### src/rtl/mod_counter_if.sv
// mod_counter_if -- control/data bundle for mod_counter.
//   CE    count enable                (master -> slave)
//   UP    direction, 1 = increment    (master -> slave)
//   LOAD  synchronous load strobe     (master -> slave)
//   D     load value                  (master -> slave)
//   O     registered count value      (slave -> master)
//   COUT  one-cycle wrap pulse        (slave -> master)
//   ZERO  registered O == 0 flag      (slave -> master)
interface mod_counter_if #(
  parameter int WIDTH = 22
) ();
  logic             CE;
  logic             UP;
  logic             LOAD;
  logic [WIDTH-1:0] D;
  logic [WIDTH-1:0] O;
  logic             COUT;
  logic             ZERO;

  modport master (
    output CE, UP, LOAD, D,
    input  O, COUT, ZERO
  );

  modport slave (
    input  CE, UP, LOAD, D,
    output O, COUT, ZERO
  );
endinterface

### src/rtl/mod_counter.sv
// mod_counter -- prescaled up/down modulo counter, range 0..MAX.
//   CLK    sole clock, rising edge
//   RESET  synchronous active-high reset
//   bus    mod_counter_if slave: CE, UP, LOAD, D in; O, COUT, ZERO out
// Parameters: WIDTH (1..32) count width, MAX (1..2**WIDTH-1) terminal
// count, DIV (1..2**16) enabled cycles per count step.
module mod_counter #(
  parameter int              WIDTH = 22,
  parameter longint unsigned MAX   = (64'd1 << WIDTH) - 64'd1,
  parameter int              DIV   = 1
) (
  input  logic         CLK,
  input  logic         RESET,
  mod_counter_if.slave bus
);

  localparam longint unsigned RANGE_TOP = (64'd1 << WIDTH) - 64'd1;

  generate
    if (WIDTH < 1 || WIDTH > 32 || MAX > RANGE_TOP || MAX < 64'd1 ||
        DIV < 1 || DIV > 65536) begin : g_bad_params
      $error("mod_counter: illegal WIDTH/MAX/DIV combination");
    end
  endgenerate

  // Prescaler is wide enough for 0..DIV-1, but never narrower than 1 bit.
  localparam int               PS_W    = (DIV <= 1) ? 1 : $clog2(DIV);
  localparam logic [WIDTH-1:0] MAX_V   = WIDTH'(MAX);
  localparam logic [PS_W-1:0]  PS_LAST = PS_W'(DIV - 1);

  logic [WIDTH-1:0] o_reg, o_next;
  logic [PS_W-1:0]  ps_reg, ps_next;
  logic             cout_reg, cout_next;
  logic             zero_reg, zero_next;
  logic             step;

  // With DIV=1 PS_LAST is 0 and PS stays at 0, so every enabled cycle steps.
  assign step = (ps_reg == PS_LAST);

  always_comb begin
    o_next    = o_reg;
    ps_next   = ps_reg;
    cout_next = 1'b0;

    if (bus.LOAD) begin
      // Out-of-range load values saturate so O never exceeds MAX.
      o_next  = (bus.D > MAX_V) ? MAX_V : bus.D;
      ps_next = '0;
    end else if (bus.CE) begin
      if (step) begin
        ps_next = '0;
        // UP only matters here; between steps it has no effect on PS.
        if (bus.UP) begin
          if (o_reg == MAX_V) begin
            o_next    = '0;
            cout_next = 1'b1;
          end else begin
            o_next = o_reg + WIDTH'(1);
          end
        end else begin
          if (o_reg == '0) begin
            o_next    = MAX_V;
            cout_next = 1'b1;
          end else begin
            o_next = o_reg - WIDTH'(1);
          end
        end
      end else begin
        ps_next = ps_reg + PS_W'(1);
      end
    end

    // Derived from the next count so the flag lands on the same edge as O.
    zero_next = (o_next == '0);
  end

  always_ff @(posedge CLK) begin
    if (RESET) begin
      o_reg    <= '0;
      ps_reg   <= '0;
      cout_reg <= 1'b0;
      zero_reg <= 1'b1;
    end else begin
      o_reg    <= o_next;
      ps_reg   <= ps_next;
      cout_reg <= cout_next;
      zero_reg <= zero_next;
    end
  end

  assign bus.O    = o_reg;
  assign bus.COUT = cout_reg;
  assign bus.ZERO = zero_reg;

endmodule

### src/flat_wrapper.sv
// flat-port wrapper written by rule: the top's interface ports become plain ports
module mod_counter_flat 
#(
  parameter int              WIDTH = 22,
  parameter longint unsigned MAX   = (64'd1 << WIDTH) - 64'd1,
  parameter int              DIV   = 1
)
  (CLK, RESET, bus_CE, bus_UP, bus_LOAD, bus_D, bus_O, bus_COUT, bus_ZERO);
  mod_counter_if #(.WIDTH(WIDTH)) bus_i ();
  input  logic CLK;
  input  logic RESET;
  input wire logic [$bits(bus_i.CE)-1:0] bus_CE;
  input wire logic [$bits(bus_i.UP)-1:0] bus_UP;
  input wire logic [$bits(bus_i.LOAD)-1:0] bus_LOAD;
  input wire logic [$bits(bus_i.D)-1:0] bus_D;
  output wire logic [$bits(bus_i.O)-1:0] bus_O;
  output wire logic [$bits(bus_i.COUT)-1:0] bus_COUT;
  output wire logic [$bits(bus_i.ZERO)-1:0] bus_ZERO;
  assign bus_i.CE = bus_CE;
  assign bus_i.UP = bus_UP;
  assign bus_i.LOAD = bus_LOAD;
  assign bus_i.D = bus_D;
  assign bus_O = bus_i.O;
  assign bus_COUT = bus_i.COUT;
  assign bus_ZERO = bus_i.ZERO;
  mod_counter #(.WIDTH(WIDTH), .MAX(MAX), .DIV(DIV)) u_core (.CLK(CLK), .RESET(RESET), .bus(bus_i));
endmodule
### config.mk
export PLATFORM = sky130hd
export DESIGN_NAME = mod_counter_flat
export DESIGN_NICKNAME = d
export VERILOG_FILES = /design/src/rtl/mod_counter_if.sv /design/src/rtl/mod_counter.sv /design/src/flat_wrapper.sv
export SDC_FILE = /design/constraint.sdc
export NUM_CORES = 1
export LEC_CHECK = 0
export CAP_MARGIN = 20
export CORE_UTILIZATION = 47
export CTS_BUF_LIST = sky130_fd_sc_hd__clkbuf_2 sky130_fd_sc_hd__clkbuf_4 sky130_fd_sc_hd__clkbuf_8
export DETAILED_ROUTE_END_ITERATION = 10
export HOLD_SLACK_MARGIN = 0.12
export PLACE_DENSITY = 0.79
export SETUP_SLACK_MARGIN = 0.5
export SYNTH_ARGS = -nofsm -noshare
export SYNTH_HDL_FRONTEND = slang
export SYNTH_SLANG_ARGS = --single-unit
export TNS_END_PERCENT = 30
### constraint.sdc
create_clock -name CLK -period 2.4 [get_ports CLK]
set_input_delay 0.36 -clock CLK [delete_from_list [all_inputs] [get_ports CLK]]
set_output_delay 0.36 -clock CLK [all_outputs]
set_load 0.02 [all_outputs]
==> reports/results.tsv, run 1 <==
metric	value	unit
clock_pin_slew_reported_for_the_worst_setup_and_hold_paths_after_clock_tree_synthesis	100	ps
synth-compound-area-share	0.221	
clock_path_buffers	2	
setup.worst_path.start	u_core.bus.O[2]$_SDFF_PP0_	
wl_met1	3.71	mm
slew_violations	0	
met3RoutedLength	820	um
asyncSetResetFlopFracSynth	0	
largest_family_of_logic_cells_by_synthesized_area	simple AND/OR/NAND/NOR gates	
post-route-worst-setup-slack	-75.4	ps
cp.depth	11	
ioPinCount	51	
wl_per_cell	19.8	um
area_of_the_multi_input_gates	1880	sq um
p_seq_frac	0.299	
share_of_cell_area_taken_by_muxes_after_synthesis	0.0334	
max-slew-margin-rel	0.656	
worst_path_largest_cell_delay	370	ps
synth_top_cell_by_area	dfxtp_1	
rr_worst_depth	11	
critical-path-top-delay-family	compound AO/OA/AOI/OAI gates	
die-height	70.0	um
required	2590	ps
post-route-period-util	1.03	
timing.critical_path.slowest_stage_cell	dfxtp_4	
timing.hold.worst.class	input pin to flip-flop	
reg2reg_from	u_core.bus.O[2]$_SDFF_PP0_	
initial_core_util	0.495	
share_of_final_layout_standard_cells_stronger_than_drive_strength_1	0.429	
drv_cap	0	
detail_route.wirelength	9.44	mm
most_frequently_used_cell_type_in_the_post_synthesis_netlist	nor2_1	
floorplan.die_area	4900	sq um
antenna_found_initial	0	
fillCellCount	222	
proportion_of_power_drawn_by_combinational_gates	0.463	
setup.worst_path.start_class	flip-flop	
cts-root-buf	clkbuf_8	
post_synth_xor_area_fraction	0.0565	
syn_inst	299	
die_width	70.0	um
transition_time_of_the_tightest_slew_check_pin	516	ps
utilization	0.878	
synth_area	2170	sq um
rsz0062_at_grt	yes	
worst_hold_startpoint	bus_D[10]	
power_density	410	nW/um^2
period_needed	2480	ps
clock_buffers_created_by_tritoncts	3	
worstSkewPairLatency	280	ps
ys_types	54	
numClockSinks	24	
synth-adder-area-share	0.0115	
cp_max_fo	6	
detailedRoute.firstIterationViolations	301	
violated_checks	setup timing	
finClkSkew	12.1	ps
crit_chain	buf_6 -> nor4_4 -> buf_4 -> nand2_4 -> buf_6 -> o311a_1 -> a211oi_2 -> nand2_4 -> a31oi_4 -> nand4_1 -> o41ai_2	
finalSetupViolCount	1	
detailedRoute.firstPassIterationCount	5	
yosys_register_bits	24	
pwr-share-clk	0.237	
first_global_vias	2886	
globalRouteOverflowTotal	0	
crit_path_end_kind	flip-flop	
tritoncts	yes	
critical_path.n_buffers_inverters	3	
power_leakage	0.00158	uW
number_of_rows_in_the_core_area	24	
met2RoutedLength	4.62	mm
grt_max_degree	27	
hold_viol	0	
p_sw	558	uW
first_pass_grt_wire_length	14.4	mm
yosys.area.top_type_share	0.221	
whs_path_depth	3	
synthToLayoutAreaGrowth	77.1	%
register_area	527	sq um
crit_type	flip-flop to flip-flop	
grt_usage	0.370	
synth_fp_nets	328	
postCtsHoldBufs	0	
final_net_count	454	
internal_cell_power	1020	uW
topRoutingLayerUsed	met4	
netlist_top_cells_count	33 x nor2_1, 24 x dfxtp_1, 23 x nand2_1	
sw_frac_of_total	0.354	
power.ir.vdd_worst	0.304	mV
arrival	2670	ps
antenna-diode-count	0	
yosys_most_used_dff	dfxtp_1	
detail_route.vias_per_cell	6.24	
placement.io_buffers	50	
post_synth_and_or_nand_nor_area_fraction	0.390	
dp_slack	-455	ps
netlist_top_cells_area	dfxtp_1 22%, nor2_1 5.7%, nand2_1 4.0%	
synth-warning-count	0	
routability_congestion_estimate_from_global_placement	0.951	
synth_edf_count	0	
fmax	0.404	GHz
htree_num_levels	1	
synthesis.area_per_instance	7.26	sq um
core-area	4380	sq um
hpwlAfterDp	6.50	mm
drc	0	
postRouteAntennaNets	0	
run_status	complete, but fails checks	
yosysSeqAreaShare	0.221	
vias	2968	
power groups by stage:
stage | clock network [uW] | logic [uW] | registers, uW
2_1_floorplan | 0 | 279 | 507
3_3_place_gp | 0 | 599 | 474
3_5_place_dp | 0 | 608 | 475
4_1_cts | 371 | 674 | 468
5_1_grt | 391 | 765 | 476
6_report | 374 | 731 | 472
metrics by stage:
step,setup TNS [ps],hold WS [ps],total power (uW),instances,area (sq um)
6_report,-75.4,719,1580,476,3850
5_1_grt,-181,749,1630,476,3850
4_1_cts,-21.1,699,1510,473,3730
3_5_place_dp,-667,774,1080,462,3370
3_3_place_gp,-432,770,1070,462,3370
2_1_floorplan,0,493,785,299,2330
final cells by class:
type,count,area share
clock inverters,1,0.00780
multi-input cells,242,0.489
well taps,52,0.0169
inverters,8,0.00780
clock buffers,3,0.0107
flip-flops and latches,24,0.137
repair buffers,146,0.331
layout by cell type, fill, tap and decap left out, drive strengths merged, types with 3 or more instances in the layout:
cell type	instances
buf	96
clkdlybuf4s50	49
nor2	33
nand2	24
dfxtp	24
o21ai	18
nand3	16
a21oi	13
nor4	12
and2	11
xor2	9
and3	9
nand4	9
or3	9
inv	8
nor3	7
nand2b	6
and4	6
xnor2	5
mux2i	5
o41ai	4
o22ai	4
a2bb2oi	4
nor2b	3
clkbuf	3
a211oi	3
o31ai	3
a221oi	3
state kept, by name, indices dropped and copies added, names as in the netlist:
| name | count |
|---|---|
| u_core.bus.O | 22 |
| u_core.bus.COUT | 1 |
| u_core.bus.ZERO | 1 |
layer usage:
metal | up-vias | global-route usage
li1 | 1357 | -
met1 | 1388 | 0.465
met2 | 190 | 0.603
met3 | 33 | 0.0707
met4 | 0 | 0.187
met5 | - | 0
cell families after synthesis:
kind of cell / Yosys count
multiplexers: 7
adder cells (fa/ha/maj): 2
XOR/XNOR: 14
AND/OR/NAND/NOR: 150
flip-flops: 24
buffers and inverters: 33
AO/OA/AOI/OAI: 69
final timing paths:
path                                 end  slack [ps]
max           u_core.bus.ZERO$_SDFF_PP1_         -80
min          u_core.bus.O[10]$_SDFF_PP0_         720
max reg2reg   u_core.bus.ZERO$_SDFF_PP1_         -80
min reg2reg   u_core.bus.O[0]$_SDFF_PP0_         800
timing repair:
item	in CTS	in global routing
setup endpoints to repair	17	20
pin swaps	31	24
setup buffers	7	3
resized for setup	59	21
gates cloned	0	0
tightest hold or removal path: cells and delay by family:
| kind | cells | cell delay [ps] |
|---|---|---|
| simple gates | 1 | 100 |
| buf+inv | 1 | 450 |
| compound gates | 1 | 50 |
No activity file was read; power rests on OpenSTA's default activity.
==> run 2, diff against run 1 <==
ABC_AREA = 1   (was not set)
CORE_UTILIZATION = 49   (was 47)
==> run 2 against run 1 <==
- the run now ends clean
- global-route usage fell by 1.3 points
- total power fell by 3.1%
- sequential share of layout area barely moved
- synthesized area rose by 22%
- non-clock buffer count fell by 62
==> reports/results.tsv, run 2 <==
metric	value	unit	change
run_status	finished clean		
antenna_found_initial	0		unchanged
crit_chain	ha_4 -> nand2_4 -> nor2_4 -> nand2_4 -> buf_6 -> nor2_4 -> nand4_1 -> nand2_1 -> nor2_1 -> o21ai_2 -> nand2_1 -> nor2_2 -> nand2_2 -> nor2_2 -> nand2_1 -> nand2_1		
detail_route.vias_per_cell	5.79		-7.2%
grt_usage	0.357		-0.0134
finClkSkew	3.66	ps	-8.44 ps
antenna-diode-count	0		unchanged
synth_edf_count	0		unchanged
first_pass_grt_wire_length	15.1	mm	+4.9%
initial_core_util	0.514		+0.0181
wl_per_cell	16.1	um	-19%
most_frequently_used_cell_type_in_the_post_synthesis_netlist	nand2_1		
whs_path_depth	3		unchanged
die_width	75.6	um	+8.1%
setup.worst_path.start_class	flip-flop		
p_sw	612	uW	+9.8%
worstSkewPairLatency	290	ps	about the same
synthToLayoutAreaGrowth	41.6	%	
grt_max_degree	45		+67%
die-height	75.6	um	+8.1%
core-area	5170	sq um	+18%
final_net_count	602		+33%
period_needed	1990	ps	-484 ps
power_leakage	0.00170	uW	+7.7%
timing.critical_path.slowest_stage_cell	dfxtp_4		
post-place-cells	624		+35%
max_ffs_per_register	22		unchanged
internal_cell_power	915	uW	-10%
arrival	2230	ps	-440 ps
layout.cells.most_common	nand2_1		
first_global_vias	3060		+6.0%
post-route-period-util	0.830		-0.202
fmax	0.502	GHz	+24%
postCtsHoldBufs	0		unchanged
critical-path-top-delay-family	simple AND/OR/NAND/NOR gates		
grt_busiest_layer	met2		
utilization	0.727		-0.150
syn_inst	502		+68%
yosys.area.top_type_share	0.225		+0.00348
yosys_most_used_dff	dfxtp_1		
final_cell_count_no_fill	642		+35%
critical_path.n_buffers_inverters	1		-2
numClockSinks	24		unchanged
power.ir.vdd_worst	0.310	mV	+1.8%
detail_route.wirelength	10.4	mm	+9.8%
worst_path_largest_cell_delay	400	ps	+30 ps
number_of_rows_in_the_core_area	26		+8.3%
crit_path_end_kind	flip-flop		
vias	3716		+25%
synth_top_cell_by_area	nand2_1		
asyncSetResetFlopFracSynth	0		unchanged
proportion_of_power_drawn_by_combinational_gates	0.433		-0.030
cts-root-buf	clkbuf_8		
globalRouteOverflowTotal	0		unchanged
dp_slack	148	ps	+603 ps
yosys_register_bits	24		unchanged
timing.hold.worst.class	input pin to flip-flop		
grt_use_met3	0.0728		+0.00204
fillCellCount	451		+100%
clock_pin_slew_reported_for_the_worst_setup_and_hold_paths_after_clock_tree_synthesis	100	ps	about the same
p_seq_frac	0.314		+0.015
setup_total_negative_slack	0	ps	+75.4 ps
htree_num_levels	1		unchanged
netlist_top_cells_area	nand2_1 22%, dfxtp_1 18%, nand3_1 13%		
reg2reg_slack	410	ps	+480 ps
timing.hold.worst_endpoint	u_core.bus.O[19]$_SDFF_PP0_		
use_met2	0.538		-0.0649
routability_congestion_estimate_from_global_placement	1.05		+10%
crit_type	flip-flop to flip-flop		
drc	0		unchanged
rsz0062_at_grt	yes		
rr_worst_depth	16		+5
drv_cap	0		unchanged
hpwlAfterDp	7.46	mm	+15%
share_of_final_layout_standard_cells_stronger_than_drive_strength_1	0.231		-0.198
ioPinCount	51		unchanged
gr-usage-met1	0.511		+0.0459
report.power.total	1530	uW	-3.1%
synth_area	2660	sq um	+22%
power_density	406	nW/um^2	-0.92%
most-common-layout-cells	148 x nand2_1, 60 x nand3_1, 52 x nor2_1, 50 x clkdlybuf4s50_1, 43 x inv_1		
floorplan.die_area	5720	sq um	+17%
post-route-worst-setup-slack	409	ps	+484 ps
slew_violations	0		unchanged
reg2reg_from	u_core.bus.O[1]$_SDFF_PP0_		
max-slew-margin-rel	0.734		+0.0788
hold_viol	0		unchanged
worst_hold_startpoint	bus_D[19]		
netlist_top_cells_count	159 x nand2_1, 72 x nor2_1, 68 x nand3_1		
yosysSeqAreaShare	0.181		-0.0403
finalSetupViolCount	0		-1
ys_types	27		-50%
detailedRoute.firstIterationViolations	377		+25%
clock_path_buffers	2		unchanged
worst_r2r_endpoint	u_core.bus.ZERO$_SDFF_PP1_		
pwr-share-clk	0.253		+0.016
tritoncts	yes		
transition_time_of_the_tightest_slew_check_pin	395	ps	-121 ps
required	2640	ps	+50 ps
synth-warning-count	0		unchanged
sw_frac_of_total	0.401		+0.0473
detailedRoute.firstPassIterationCount	5		unchanged
postRouteAntennaNets	0		unchanged
path_common_cell	nand2_1		
clock_buffers_created_by_tritoncts	3		unchanged
cp_max_fo	5		-1
synthesis.area_per_instance	5.29	sq um	-27%
placement.io_buffers	50		unchanged
synth_fp_nets	531		+62%
## run 2: changes by cell type after synthesis, sizes merged, moves of 6 or more
cell / delta
nor2: +51
nand2b: -6
xor2: -6
nand4: +8
a21oi: +31
nor4: -12
nand3: +55
inv: +40
and4: -6
and2: -11
nand2: +142
or3: -9
and3: -9
## run 2: cell families (layout without fill, tap and decap cells)
logic type               Yosys count  in the layout  share of synthesized area
AO/OA/AOI/OAI                     65             65                      0.128
XOR/XNOR                           3              3                    0.00989
adder cells (fa/ha/maj)            2              2                    0.00942
buffers and inverters             67            136                      0.104
flip-flops                        24             24                      0.181
AND/OR/NAND/NOR                  341            342                      0.568
## run 2: how the worst max path moves through the flow
| stage | from | end | cells past startpoint |
|---|---|---|---|
| finish | u_core.bus.O[1]$_SDFF_PP0_ | u_core.bus.ZERO$_SDFF_PP1_ | 16 |
| global route | u_core.bus.O[1]$_SDFF_PP0_ | u_core.bus.ZERO$_SDFF_PP1_ | 16 |
| CTS | u_core.bus.O[2]$_SDFF_PP0_ | u_core.bus.ZERO$_SDFF_PP1_ | 15 |
| detailed placement | u_core.bus.O[1]$_SDFF_PP0_ | u_core.bus.ZERO$_SDFF_PP1_ | 16 |
| global placement | u_core.bus.O[16]$_SDFF_PP0_ | u_core.bus.ZERO$_SDFF_PP1_ | 14 |
| floorplan | u_core.bus.O[5]$_SDFF_PP0_ | u_core.bus.ZERO$_SDFF_PP1_ | 16 |
## run 2: timing repair
item	4_1_cts	5_1_grt
endpoints found under the setup margin	2	9
resized for setup	27	59
cloned	0	1
setup buffers	6	7
pin swaps	16	24
## run 2: metal layers
metal	wire (um)	vias to the layer above
met1	4440	1685
met4	216	0
met5	0	-
met3	1090	22
met2	4610	230
li1	-	1779
## run 2: metrics by stage
step	area, sq um	hold slack (ps)
after CTS	3530	637
after global routing	3760	655
after global placement	3330	656
final	3760	636
after floorplan	2660	429
after detailed placement	3330	655
## run 2: worst reg2reg max path: stages, from the launching register on
cell and delay [ps]:
dfxtp_4 400, ha_4 160, nand2_4 60, nor2_4 120, nand2_4 80, buf_6 130
nor2_4 80, nand4_1 170, nand2_1 100, nor2_1 50, o21ai_2 140, nand2_1 80
nor2_2 120, nand2_2 90, nor2_2 90, nand2_1 50, nand2_1 40
## run 2: power by group through the flow
stage	clock network (uW)	registers (uW)	logic, uW
floorplan	0	503	326
finish	387	479	662
detailed placement	0	480	572
CTS	387	474	590
global placement	0	479	572
global route	402	483	717
## run 2: final cells by class
cell class              instances  area, sq um  share of cell area
flip-flops and latches         24          515               0.137
inverters                      48          180              0.0479
clock buffers                   3         41.3              0.0110
multi-input cells             412         2110               0.562
clock inverters                 1         30.0             0.00798
well taps                      70         87.6              0.0233
repair buffers                 84          792               0.211
